==> config.mk <==
export PLATFORM = sky130hd
export DESIGN_NAME = mips_cache_arbiter
export DESIGN_NICKNAME = d
export VERILOG_FILES = /design/src/rtl/mips_cache_arbiter.sv
export SDC_FILE = /design/constraint.sdc
export NUM_CORES = 1
export LEC_CHECK = 0
export ABC_AREA = 1
export BUFFER_PORTS_ARGS = -buffer_cell sky130_fd_sc_hd__buf_4
export CAP_MARGIN = 40
export CORE_MARGIN = 2
export CORE_UTILIZATION = 30
export DETAILED_ROUTE_END_ITERATION = 7
export HOLD_SLACK_MARGIN = 0.15
export PLACE_DENSITY = 0.67
export SYNTH_ARGS = -nofsm -noshare
export SYNTH_HDL_FRONTEND = slang
export SYNTH_SLANG_ARGS = --single-unit
export TNS_END_PERCENT = 20
==> constraint.sdc <==
create_clock -name clk -period 1.7 [get_ports clk]
set_input_delay 0 -clock clk [delete_from_list [all_inputs] [get_ports clk]]
set_output_delay 0 -clock clk [all_outputs]
set_load 0.05 [all_outputs]
==> src/rtl/mips_cache_arbiter.sv <==
// rtl/mips_cache_arbiter.sv - shares one Avalon-MM memory port between the I-cache and D-cache miss paths
// One transaction at a time: grant in IDLE, run the bus transfer in BUS, pulse valid in RESP.
module mips_cache_arbiter #(
   parameter int ADDR_W     = 32,
   parameter int D_PRIORITY = 0
) (
   input  logic              clk,
   input  logic              rst,
   input  logic              i_req,
   input  logic [ADDR_W-1:0] i_addr,
   output logic [31:0]       i_data,
   output logic              i_valid,
   input  logic              d_req,
   input  logic              d_write,
   input  logic [ADDR_W-1:0] d_addr,
   input  logic [31:0]       d_wdata,
   input  logic [3:0]        d_byteen,
   output logic [31:0]       d_data,
   output logic              d_valid,
   output logic [ADDR_W-1:0] mem_address,
   output logic              mem_read,
   output logic              mem_write,
   output logic [31:0]       mem_writedata,
   output logic [3:0]        mem_byteenable,
   input  logic              mem_waitrequest,
   input  logic [31:0]       mem_readdata,
   output logic              busy
);

   typedef enum logic [1:0] {IDLE, BUS, RESP} state_t;

   state_t            state, state_nx;
   logic              owner;       // 1 = data cache owns the current transaction
   logic              last_grant;  // 1 = data cache was granted last
   logic              is_write;
   logic              grant, grant_d;
   logic [ADDR_W-1:0] sel_addr;

   always_comb begin
      state_nx = state;
      grant    = 1'b0;
      grant_d  = 1'b0;
      case (state)
         IDLE: begin
            if (i_req || d_req) begin
               grant    = 1'b1;
               state_nx = BUS;
               if (i_req && d_req)
                  grant_d = (D_PRIORITY != 0) ? 1'b1 : !last_grant;
               else
                  grant_d = d_req;
            end
         end
         BUS:     if (!mem_waitrequest) state_nx = RESP;
         RESP:    state_nx = IDLE;
         default: state_nx = IDLE;
      endcase
   end

   assign sel_addr  = grant_d ? d_addr : i_addr;
   assign mem_read  = (state == BUS) && !is_write;
   assign mem_write = (state == BUS) && is_write;
   assign busy      = (state != IDLE);
   // A requester that withdrew during BUS gets no pulse; the transfer itself is never aborted.
   assign i_valid   = (state == RESP) && !owner && i_req;
   assign d_valid   = (state == RESP) && owner && d_req;

   always_ff @(posedge clk or negedge rst) begin
      if (!rst) begin
         state          <= IDLE;
         owner          <= 1'b0;
         last_grant     <= 1'b1;
         is_write       <= 1'b0;
         mem_address    <= '0;
         mem_writedata  <= '0;
         mem_byteenable <= 4'b0000;
         i_data         <= '0;
         d_data         <= '0;
      end else begin
         state <= state_nx;
         if (grant) begin
            owner       <= grant_d;
            last_grant  <= grant_d;
            is_write    <= grant_d && d_write;
            mem_address <= sel_addr & ~ADDR_W'(3);
            if (grant_d && d_write) begin
               mem_writedata  <= d_wdata;
               mem_byteenable <= d_byteen;
            end else begin
               mem_byteenable <= 4'b1111;
            end
         end
         if (state == BUS && !mem_waitrequest && !is_write) begin
            if (owner) d_data <= mem_readdata;
            else       i_data <= mem_readdata;
         end
      end
   end

endmodule
==> impl_metrics.env, run 1 <==
export IMPL_hold_viol=0
export IMPL_irDropWorstVdd_mv=1.22
export IMPL_place_congestion=0.809
export IMPL_detailedPlace_worstSlack_ns=0.179
export IMPL_dp_hpwl_um=13200
export IMPL_dr_total_vias=6551
export IMPL_maxCapViolCount=0
export IMPL_worst_slew_pin_slew_ns=0.559
export IMPL_final_max_slew_violation_count=0
export IMPL_setup_total_negative_slack_ns=0
export IMPL_grt_total_usage_pct=20.3
export IMPL_drtAntennaViolNets=0
export IMPL_nFillCells=1746
export IMPL_critical_path_top_cell_by_count="sky130_fd_sc_hd__nand2_1"
export IMPL_skew_final_ns=0.0115
export IMPL_syn_cell_area_sq_um=5990
export IMPL_number_of_global_route_vias_before_repair=6711
export IMPL_path_max_fanout=32
export IMPL_post_synthesis_sequential_element_count=135
export IMPL_finalSetupViolations=0
export IMPL_clock_sinks=135
export IMPL_power_share_clock_pct=17.1
export IMPL_timing_fmax_mhz=648
export IMPL_power_internal_uw=10300
export IMPL_io_buffers=268
export IMPL_syn_inst=730
export IMPL_layout_cells_most_common_list="sky130_fd_sc_hd__nand2_1 (321), sky130_fd_sc_hd__buf_4 (291), sky130_fd_sc_hd__dfrtp_1 (134), sky130_fd_sc_hd__dlygate4sd3_1 (132), sky130_fd_sc_hd__nand4_1 (95)"
export IMPL_pwr_share_seq_pct=26.3
export IMPL_ys_warn_count=0
export IMPL_firstDrtPassIters=5
export IMPL_layout_cells_most_common="sky130_fd_sc_hd__nand2_1"
export IMPL_master_cell_of_the_clock_root_buffer="sky130_fd_sc_hd__clkbuf_16"
export IMPL_drt_drc_violations_left=0
export IMPL_cpMaxStageDelayCell="sky130_fd_sc_hd__inv_2"
export IMPL_p_switching_uw=10900
export IMPL_path_cells="nor2_2 -> nand4_1 -> inv_2 -> nand2_1 -> nand2_1"
export IMPL_synth_area_leaders="sky130_fd_sc_hd__dfrtp_1 (56%), sky130_fd_sc_hd__nand2_1 (20%), sky130_fd_sc_hd__nand4_1 (9.9%)"
export IMPL_tritoncts_num_buffers=17
export IMPL_timing_final_crit_share_pct=90.8
export IMPL_routed_wire_length_per_instance_um=15.2
export IMPL_clock_transition_at_path_regs_ns=0.06
export IMPL_start_kind="register"
export IMPL_power_density_cell_area_nw_per_um2=2080
export IMPL_critPathArrivalTime_ns=1.89
export IMPL_rsz0062_at_grt="true"
export IMPL_cp_required_ns=2.05
export IMPL_cts_tree="yes"
export IMPL_top_ports=275
export IMPL_antenna_found_initial=0
export IMPL_design_die_area_sq_um=21100
export IMPL_routed_wirelength_um=21300
export IMPL_maximum_number_of_pins_on_one_net_before_global_route_repair=53
export IMPL_drt_vias_per_instance=4.68
export IMPL_netlist_top_cell_by_area="sky130_fd_sc_hd__dfrtp_1"
export IMPL_antenna_diode_count=0
export IMPL_globalRouteOverflowTotal=0
export IMPL_die_y_um=145
export IMPL_design_core_area_sq_um=19500
export IMPL_worst_slack_ns=0.157
export IMPL_post_synth_top_area_fraction_pct=56.0
export IMPL_switching_share_pct=51.3
export IMPL_htree_num_levels=4
export IMPL_cellLeakagePower_uw=0.00555
export IMPL_cts_max_path_buffers=2
export IMPL_area_growth_pct=70.5
export IMPL_layout_nets=1260
export IMPL_drive_gt1_share_pct=29.6
export IMPL_layout_min_cycle_time_ns=1.54
export IMPL_cpPeakStageDelay_ns=0.47
export IMPL_start_util_pct=30.7
export IMPL_worst_setup_path_class="reg2reg"
export IMPL_drc_marker_count_from_the_first_detailed_route_iteration=413
export IMPL_fp_dieW_um=145
export IMPL_cts_post_setup_buffers_inserted=0
export IMPL_power_share_combinational_pct=56.6
export IMPL_grt_first_pass_wirelength_um=34500
export IMPL_timing_slew_headroom_pct=62.7
export IMPL_worst_setup_path_end_kind="register"
export IMPL_avgSynthCellArea_sq_um=8.20
export IMPL_worst_skew_pair_late_latency_ns=0.41
export IMPL_post_synth_num_cell_types=20
export IMPL_worst_hold_path_type="in2reg"
export IMPL_status="complete, no violations"
export IMPL_rows=51
export IMPL_synth_sequential_area_ratio_pct=56.5
-- metrics by stage --
| step | instance area [sq um] | cells | util, % | hold slack (ns) | total power (uW) |
|---|---|---|---|---|---|
| after floorplan | 5990 | 731 | - | -0.296 | 13500 |
| after global placement | 8300 | 1236 | 42.5 | 0.000996 | 17300 |
| after detailed placement | 8300 | 1236 | 42.5 | -0.0000920 | 17400 |
| after CTS | 10200 | 1399 | 52.3 | 0.208 | 21300 |
| after global routing | 10200 | 1399 | 52.3 | 0.240 | 22400 |
| final | 10200 | 1399 | 52.3 | 0.217 | 21200 |
-- path summary, 6_finish.rpt --
| kind | startpoint | endpoint | slack, ns | cells after the start |
|---|---|---|---|---|
| max reg2reg | state[0]$_DFFE_PN0P_ | mem_writedata[10]$_DFFE_PN0P_ | 0.16 | 5 |
| max in group asynchronous | rst | last_grant$_DFFE_PN1P_ | 0.41 | 4 |
| min | i_req | is_write$_DFFE_PN0P_ | 0.22 | 5 |
| min in group asynchronous | rst | d_data[23]$_DFFE_PN0P_ | 0.65 | 3 |
| min reg2reg | last_grant$_DFFE_PN1P_ | last_grant$_DFFE_PN1P_ | 0.47 | 2 |
| max | state[0]$_DFFE_PN0P_ | mem_writedata[10]$_DFFE_PN0P_ | 0.16 | 5 |
-- metal layers --
layer	share of wire [%]	global-route usage [%]	wire length [um]
met5	0	0	0
met4	3.5	8.87	737
met3	6.8	5.88	1450
met2	49	34.5	10500
met1	41	24.0	8680
-- cell families (layout without fill, tap and decap cells) --
logic type	after synthesis	after routing	share of synthesized area (%)
buffers and inverters	123	526	8.72
and+or+nand+nor	468	468	34.3
AOI/OAI and AO/OA	3	3	0.439
other	1	2	0.0626
DFF	135	135	56.5
-- sequential cells by signal, indices dropped and copies added (netlist names) --
name and cells:
d_data 32, i_data 32, is_write 1, last_grant 1
mem_address 30, mem_byteenable 4, mem_writedata 32, owner 1
state 2
-- critical path: cells and delay by family (launching register included) --
family                 cells  cell delay, ns
buffers and inverters      1            0.47
DFF                        1            0.42
and+or+nand+nor            4            0.57
-- cell usage after synthesis --
cell and n:
sky130_fd_sc_hd__a21oi_4 1, sky130_fd_sc_hd__buf_1 5, sky130_fd_sc_hd__buf_2 24, sky130_fd_sc_hd__buf_4 8
sky130_fd_sc_hd__clkbuf_1 18, sky130_fd_sc_hd__clkinv_1 1, sky130_fd_sc_hd__conb_1 1, sky130_fd_sc_hd__dfrtp_1 134
sky130_fd_sc_hd__dfstp_2 1, sky130_fd_sc_hd__inv_1 64, sky130_fd_sc_hd__inv_2 3, sky130_fd_sc_hd__nand2_1 321
sky130_fd_sc_hd__nand3_1 33, sky130_fd_sc_hd__nand3_2 1, sky130_fd_sc_hd__nand4_1 95, sky130_fd_sc_hd__nor2_1 14
sky130_fd_sc_hd__nor2_2 1, sky130_fd_sc_hd__nor2_4 1, sky130_fd_sc_hd__nor3_1 2, sky130_fd_sc_hd__o21ai_0 2
-- repair_timing --
action                     4_1_cts  5_1_grt
resized for setup                0        1
hold endpoints to repair       266        0
hold buffers                   132        0
setup endpoints to repair        0       28
-- power groups by stage --
stage          clock network [uW]  logic [uW]  registers, uW
2_1_floorplan                   0        2970          10500
3_5_place_dp                    0       11800           5580
3_3_place_gp                    0       11700           5580
5_1_grt                      3890       12800           5760
4_1_cts                      3740       12000           5580
6_report                     3630       12000           5590
-- cell type report --
class	count	area, sq um	share of cell area (%)
tap	265	332	3.25
timing repair buffer	427	3570	35.0
clock buffer	19	453	4.44
multi-input combinational	473	2090	20.5
sequential	135	3380	33.1
clock inverter	12	128	1.25
inverter	68	255	2.50
No activity file was read; power rests on OpenSTA's default activity.
==> run 2: changes to the inputs <==
--- a/config.mk
+++ b/config.mk
@@ -8,11 +8,13 @@
 export ABC_AREA = 1
 export BUFFER_PORTS_ARGS = -buffer_cell sky130_fd_sc_hd__buf_4
 export CAP_MARGIN = 40
+export CORE_ASPECT_RATIO = 1.75
 export CORE_MARGIN = 2
 export CORE_UTILIZATION = 30
 export DETAILED_ROUTE_END_ITERATION = 7
 export HOLD_SLACK_MARGIN = 0.15
-export PLACE_DENSITY = 0.67
+export PLACE_DENSITY = 0.69
+export SKIP_CTS_REPAIR_TIMING = 1
 export SYNTH_ARGS = -nofsm -noshare
 export SYNTH_HDL_FRONTEND = slang
 export SYNTH_SLANG_ARGS = --single-unit
==> constraint.sdc (replaced) <==
create_clock -name clk -period 1.4 [get_ports clk]
set_input_delay 0 -clock clk [delete_from_list [all_inputs] [get_ports clk]]
set_output_delay 0 -clock clk [all_outputs]
set_load 0.05 [all_outputs]
==> run 2 against run 1 <==
The flow now finishes with violations (design-rule violations, negative setup slack); sequential cell count stayed put; core utilization is 2.5 points higher; non-clock buffer count is 12 higher; routed wire length is 9.2% higher; critical path depth is 3 higher; sequential share of layout area is 1.7 points lower; worst hold slack better by 0.11 ns; setup slack worse by 0.20 ns; sequential power is 24% higher; critical endpoint is now mem_writedata[30]$_DFFE_PN0P_.
==> impl_metrics.env, run 2 (synthesis gave the netlist of run 1 again) <==
export IMPL_grt_total_usage_pct=17.6
export IMPL_antenna_diode_count=0
export IMPL_nFillCells=1688
export IMPL_cts_tree="yes"
export IMPL_cellLeakagePower_uw=0.00575
export IMPL_finalSetupViolations=7
export IMPL_timing_fmax_mhz=695
export IMPL_drive_gt1_share_pct=33.5
export IMPL_clock_sinks=135
export IMPL_violations="design-rule violations, negative setup slack"
export IMPL_worst_setup_path_end_kind="register"
export IMPL_dr_total_vias=6764
export IMPL_firstDrtPassIters=8
export IMPL_final_design_area_no_fill_sq_um=10800
export IMPL_design_core_area_sq_um=19700
export IMPL_number_of_global_route_vias_before_repair=5774
export IMPL_start_util_pct=30.5
export IMPL_path_max_fanout=12
export IMPL_detailedPlace_worstSlack_ns=-0.00270
export IMPL_top_ports=275
export IMPL_post_dp_cell_area_sq_um=8350
export IMPL_place_congestion=0.813
export IMPL_rsz0062_at_grt="true"
export IMPL_worst_hold_slack_ns=0.322
export IMPL_pwr_share_seq_pct=25.2
export IMPL_timing_final_crit_share_pct=103
export IMPL_layout_nets=1272
export IMPL_hold_viol=0
export IMPL_antenna_found_initial=0
export IMPL_cts_max_path_buffers=2
export IMPL_worst_slack_ns=-0.0391
export IMPL_design_die_area_sq_um=21100
export IMPL_area_growth_pct=80.0
export IMPL_setup_reg_to_reg_worst_slack_ns=-0.04
export IMPL_worst_setup_path_class="reg2reg"
export IMPL_drt_drc_violations_left=1
export IMPL_power_density_cell_area_nw_per_um2=2560
export IMPL_htree_num_levels=4
export IMPL_irDropWorstVdd_mv=1.48
export IMPL_worst_skew_pair_late_latency_ns=0.41
export IMPL_grt_first_pass_wirelength_um=29800
export IMPL_start_kind="register"
export IMPL_rows=68
export IMPL_reg_top3="d_data x32, i_data x32, mem_writedata x32"
export IMPL_routed_wire_length_per_instance_um=16.7
export IMPL_layout_cells_most_common_list="sky130_fd_sc_hd__nand2_1 (290), sky130_fd_sc_hd__buf_4 (277), sky130_fd_sc_hd__dlygate4sd3_1 (134), sky130_fd_sc_hd__dfrtp_1 (133), sky130_fd_sc_hd__nand4_1 (95)"
export IMPL_maxCapViolCount=0
export IMPL_start_point_of_the_worst_hold_path="d_wdata[3]"
export IMPL_drc_marker_count_from_the_first_detailed_route_iteration=494
export IMPL_master_cell_of_the_clock_root_buffer="sky130_fd_sc_hd__clkbuf_16"
export IMPL_worst_hold_path_type="in2reg"
export IMPL_clock_transition_at_path_regs_ns=0.07
export IMPL_setup_total_negative_slack_ns=-0.128
export IMPL_utilization_pct=54.8
export IMPL_whs_endpoint="mem_writedata[3]$_DFFE_PN0P_"
export IMPL_skew_final_ns=0.00977
export IMPL_p_switching_uw=14100
export IMPL_power_share_combinational_pct=57.4
export IMPL_drt_vias_per_instance=4.86
export IMPL_status="finished with violations"
export IMPL_timing_hold_worst_path_depth=4
export IMPL_routed_wirelength_um=23300
export IMPL_worst_r2r_startpoint="state[0]$_DFFE_PN0P_"
export IMPL_critPathArrivalTime_ns=1.77
export IMPL_layout_min_cycle_time_ns=1.44
export IMPL_final_max_slew_violation_count=0
export IMPL_die_y_um=191
export IMPL_drtAntennaViolNets=0
export IMPL_io_buffers=268
export IMPL_dp_hpwl_um=13400
export IMPL_globalRouteOverflowTotal=0
export IMPL_worstReg2RegEnd="mem_writedata[30]$_DFFE_PN0P_"
export IMPL_switching_share_pct=51.0
export IMPL_tritoncts_num_buffers=17
export IMPL_fp_dieW_um=111
export IMPL_maximum_number_of_pins_on_one_net_before_global_route_repair=65
export IMPL_cp_required_ns=1.74
export IMPL_power_internal_uw=13500
export IMPL_power_share_clock_pct=17.4
export IMPL_reg2regPathDepth=8
export IMPL_layout_cells_most_common="sky130_fd_sc_hd__nand2_1"
## run 2: how the worst max path moves through the flow
stage	startpoint	slack (ns)	cells after the start	to
finish	state[0]$_DFFE_PN0P_	-0.04	8	mem_writedata[30]$_DFFE_PN0P_
floorplan	owner$_DFFE_PN0P_	-0.13	4	d_valid
detailed placement	state[1]$_DFFE_PN0P_	-0.003	7	d_data[30]$_DFFE_PN0P_
global placement	state[1]$_DFFE_PN0P_	0.02	7	d_data[24]$_DFFE_PN0P_
CTS	state[1]$_DFFE_PN0P_	-0.24	5	mem_read
global route	state[1]$_DFFE_PN0P_	-0.12	7	d_data[6]$_DFFE_PN0P_
## run 2: layout make-up
class | count | area [sq um] | area share (%)
repair buffers | 439 | 3920 | 36.4
flip-flops and latches | 135 | 3380 | 31.4
multi-input cells | 473 | 2270 | 21.1
clock buffers | 18 | 439 | 4.08
well taps | 245 | 307 | 2.85
inverters | 68 | 267 | 2.47
clock inverters | 14 | 188 | 1.74
## run 2: routing by layer
metal / vias to the layer above / global-route usage, % / share of wire [%]
met5: - / 0 / 0
met4: 0 / 7.45 / 3.7
met3: 72 / 3.66 / 5.1
met2: 310 / 33.3 / 56
met1: 3241 / 18.7 / 36
li1: 3141 / - / -
## run 2: critical path: stages (launching register included)
cell	delay [ns]
sky130_fd_sc_hd__dfrtp_2	0.42
sky130_fd_sc_hd__buf_4	0.14
sky130_fd_sc_hd__nor2_4	0.13
sky130_fd_sc_hd__nand4_1	0.11
sky130_fd_sc_hd__buf_6	0.17
sky130_fd_sc_hd__inv_6	0.08
sky130_fd_sc_hd__clkbuf_16	0.16
sky130_fd_sc_hd__nand2_1	0.08
sky130_fd_sc_hd__nand2_1	0.08
## run 2: metrics by stage
step	std cells	power, uW
global route	1392	28900
finish	1392	27500
CTS	1242	26200
floorplan	731	16400
detailed placement	1210	21400
global placement	1210	21200
## run 2: power groups by stage
stage	Sequential, uW	Combinational, uW	Clock, uW
after floorplan	12700	3620	0
after global placement	6800	14400	0
after detailed placement	6850	14500	0
after CTS	6820	14500	4890
after global routing	7170	16600	5070
final	6950	15800	4790
==> run 3: changes to the inputs <==
--- a/config.mk
+++ b/config.mk
@@ -13,7 +13,7 @@
 export CORE_UTILIZATION = 30
 export DETAILED_ROUTE_END_ITERATION = 7
 export HOLD_SLACK_MARGIN = 0.15
-export PLACE_DENSITY = 0.69
+export PLACE_DENSITY = 0.6
 export SKIP_CTS_REPAIR_TIMING = 1
 export SYNTH_ARGS = -nofsm -noshare
 export SYNTH_HDL_FRONTEND = slang
==> run 3 against run 2 <==
The flow finishes with violations (negative setup slack); register-to-register slack better by 0.03 ns; clock power about the same; first-iteration DRC count down 28%.
==> impl_metrics.env, run 3 (synthesis gave the netlist of run 1 again) <==
export IMPL_status="finished with violations"
export IMPL_violations="negative setup slack"
export IMPL_cell_family_contributing_the_most_delay_on_the_critical_path="buffers and inverters"
export IMPL_fp_dieW_um=111
export IMPL_master_cell_of_the_clock_root_buffer="sky130_fd_sc_hd__clkbuf_16"
export IMPL_setup_reg_to_reg_worst_slack_ns=-0.008
export IMPL_path_max_fanout=21
export IMPL_place_congestion=0.790
export IMPL_irDropWorstVdd_mv=1.42
export IMPL_worstReg2RegEnd="mem_writedata[18]$_DFFE_PN0P_"
export IMPL_worst_setup_path_class="reg2reg"
export IMPL_routed_wirelength_um=22400
export IMPL_finalSetupViolations=1
export IMPL_worst_slack_ns=-0.00847
export IMPL_reg_top3="d_data x32, i_data x32, mem_writedata x32"
export IMPL_worst_setup_path_end_kind="register"
export IMPL_whs_endpoint="mem_writedata[9]$_DFFE_PN0P_"
export IMPL_hold_viol=0
export IMPL_worst_hold_slack_ns=0.179
export IMPL_routed_wire_length_per_instance_um=16.1
export IMPL_drtAntennaViolNets=0
export IMPL_cpPeakStageDelay_ns=0.44
export IMPL_critPathArrivalTime_ns=1.71
export IMPL_skew_final_ns=0.0127
export IMPL_top_ports=275
export IMPL_power_density_cell_area_nw_per_um2=2570
export IMPL_area_growth_pct=75.1
export IMPL_rows=68
export IMPL_path_cells="nor2_2 -> nand4_1 -> buf_4 -> buf_4 -> buf_12 -> nand2_1 -> nand2_1"
export IMPL_drc_marker_count_from_the_first_detailed_route_iteration=354
export IMPL_start_kind="register"
export IMPL_worst_skew_pair_late_latency_ns=0.42
export IMPL_cpMaxStageDelayCell="sky130_fd_sc_hd__dfrtp_2"
export IMPL_antenna_found_initial=1
export IMPL_number_of_buffer_and_inverter_stages_on_the_critical_path=3
export IMPL_die_y_um=191
export IMPL_layout_nets=1267
export IMPL_dp_hpwl_um=13900
export IMPL_number_of_global_route_vias_before_repair=6070
export IMPL_clock_sinks=135
export IMPL_design_core_area_sq_um=19700
export IMPL_cellLeakagePower_uw=0.00566
export IMPL_drt_drc_violations_left=0
export IMPL_cts_tree="yes"
export IMPL_timing_fmax_mhz=710
export IMPL_post_dp_cell_area_sq_um=8370
export IMPL_design_die_area_sq_um=21100
export IMPL_utilization_pct=53.3
export IMPL_tritoncts_num_buffers=17
export IMPL_worst_r2r_startpoint="state[0]$_DFFE_PN0P_"
export IMPL_clock_transition_at_path_regs_ns=0.07
export IMPL_drt_vias_per_instance=4.70
export IMPL_final_max_slew_violation_count=0
export IMPL_final_design_area_no_fill_sq_um=10500
export IMPL_layout_cells_most_common="sky130_fd_sc_hd__nand2_1"
export IMPL_worst_hold_path_type="in2reg"
export IMPL_maxCapViolCount=0
export IMPL_reg2regPathDepth=7
export IMPL_drive_gt1_share_pct=30.7
export IMPL_cp_required_ns=1.70
export IMPL_io_buffers=268
export IMPL_grt_first_pass_wirelength_um=31900
export IMPL_timing_hold_worst_path_depth=6
export IMPL_dr_total_vias=6529
export IMPL_htree_num_levels=4
export IMPL_timing_final_crit_share_pct=101
export IMPL_layout_min_cycle_time_ns=1.41
export IMPL_globalRouteOverflowTotal=0
export IMPL_maximum_number_of_pins_on_one_net_before_global_route_repair=66
export IMPL_start_util_pct=30.5
export IMPL_grt_total_usage_pct=18.9
export IMPL_rsz0062_at_grt="true"
export IMPL_firstDrtPassIters=5
export IMPL_cts_max_path_buffers=2
export IMPL_layout_cells_most_common_list="sky130_fd_sc_hd__nand2_1 (319), sky130_fd_sc_hd__buf_4 (282), sky130_fd_sc_hd__dlygate4sd3_1 (133), sky130_fd_sc_hd__dfrtp_1 (132), sky130_fd_sc_hd__nand4_1 (95)"
export IMPL_start_point_of_the_worst_hold_path="d_write"
run 3: cell types whose count changed in the layout (fill, tap and decap cells not counted), sizes merged:
cell         change
clkbuf           -5
clkinvlp         +1
diode            +1
dlygate4sd3      -1
run 3: where the power goes:
group | internal (uW) | switching (uW)
registers | 5740 | 1130
logic | 4590 | 10700
clock network | 2850 | 1920
run 3: cell type report:
class	count	area (sq um)
inverters	68	269
multi-input cells	473	2130
flip-flops and latches	135	3380
well taps	245	307
fillers	1774	9170
repair buffers	434	3780
clock buffers	17	425
clock inverters	15	190
diodes	1	2.50
run 3: how the worst max path moves through the flow:
stage / endpoint / slack [ns] / depth (start not counted) / startpoint
after floorplan: d_valid / -0.13 / 4 / owner$_DFFE_PN0P_
after global placement: mem_writedata[24]$_DFFE_PN0P_ / -0.03 / 6 / state[0]$_DFFE_PN0P_
after detailed placement: mem_writedata[5]$_DFFE_PN0P_ / -0.07 / 6 / state[0]$_DFFE_PN0P_
after CTS: mem_write / -0.14 / 4 / is_write$_DFFE_PN0P_
after global routing: mem_writedata[31]$_DFFE_PN0P_ / -0.08 / 7 / state[0]$_DFFE_PN0P_
final: mem_writedata[18]$_DFFE_PN0P_ / -0.008 / 7 / state[0]$_DFFE_PN0P_
run 3: per-stage QoR:
stage,power [uW],std cells,setup TNS [ns],setup slack (ns)
floorplan,16400,731,-0.128,-0.128
global placement,21300,1216,-0.671,-0.0343
detailed placement,21400,1216,-1.51,-0.0726
CTS,26300,1248,-2.03,-0.145
global route,28400,1388,-3.91,-0.0845
finish,26900,1388,-0.00847,-0.00847
run 3: per-layer routing:
layer	part of all wire [%]	global-route usage [%]	vias up
met1	37	21.1	3095
li1	-	-	3125
met2	55	34.4	261
met5	0	0	-
met4	2.8	6.63	0
met3	5.9	4.96	48
run 3: tightest hold or removal path: stages:
cell and delay [ns]:
sky130_fd_sc_hd__buf_4 0.11, sky130_fd_sc_hd__nand4_1 0.08, sky130_fd_sc_hd__buf_4 0.12, sky130_fd_sc_hd__inv_4 0.12, sky130_fd_sc_hd__nand2_1 0.09, sky130_fd_sc_hd__nand2_1 0.04
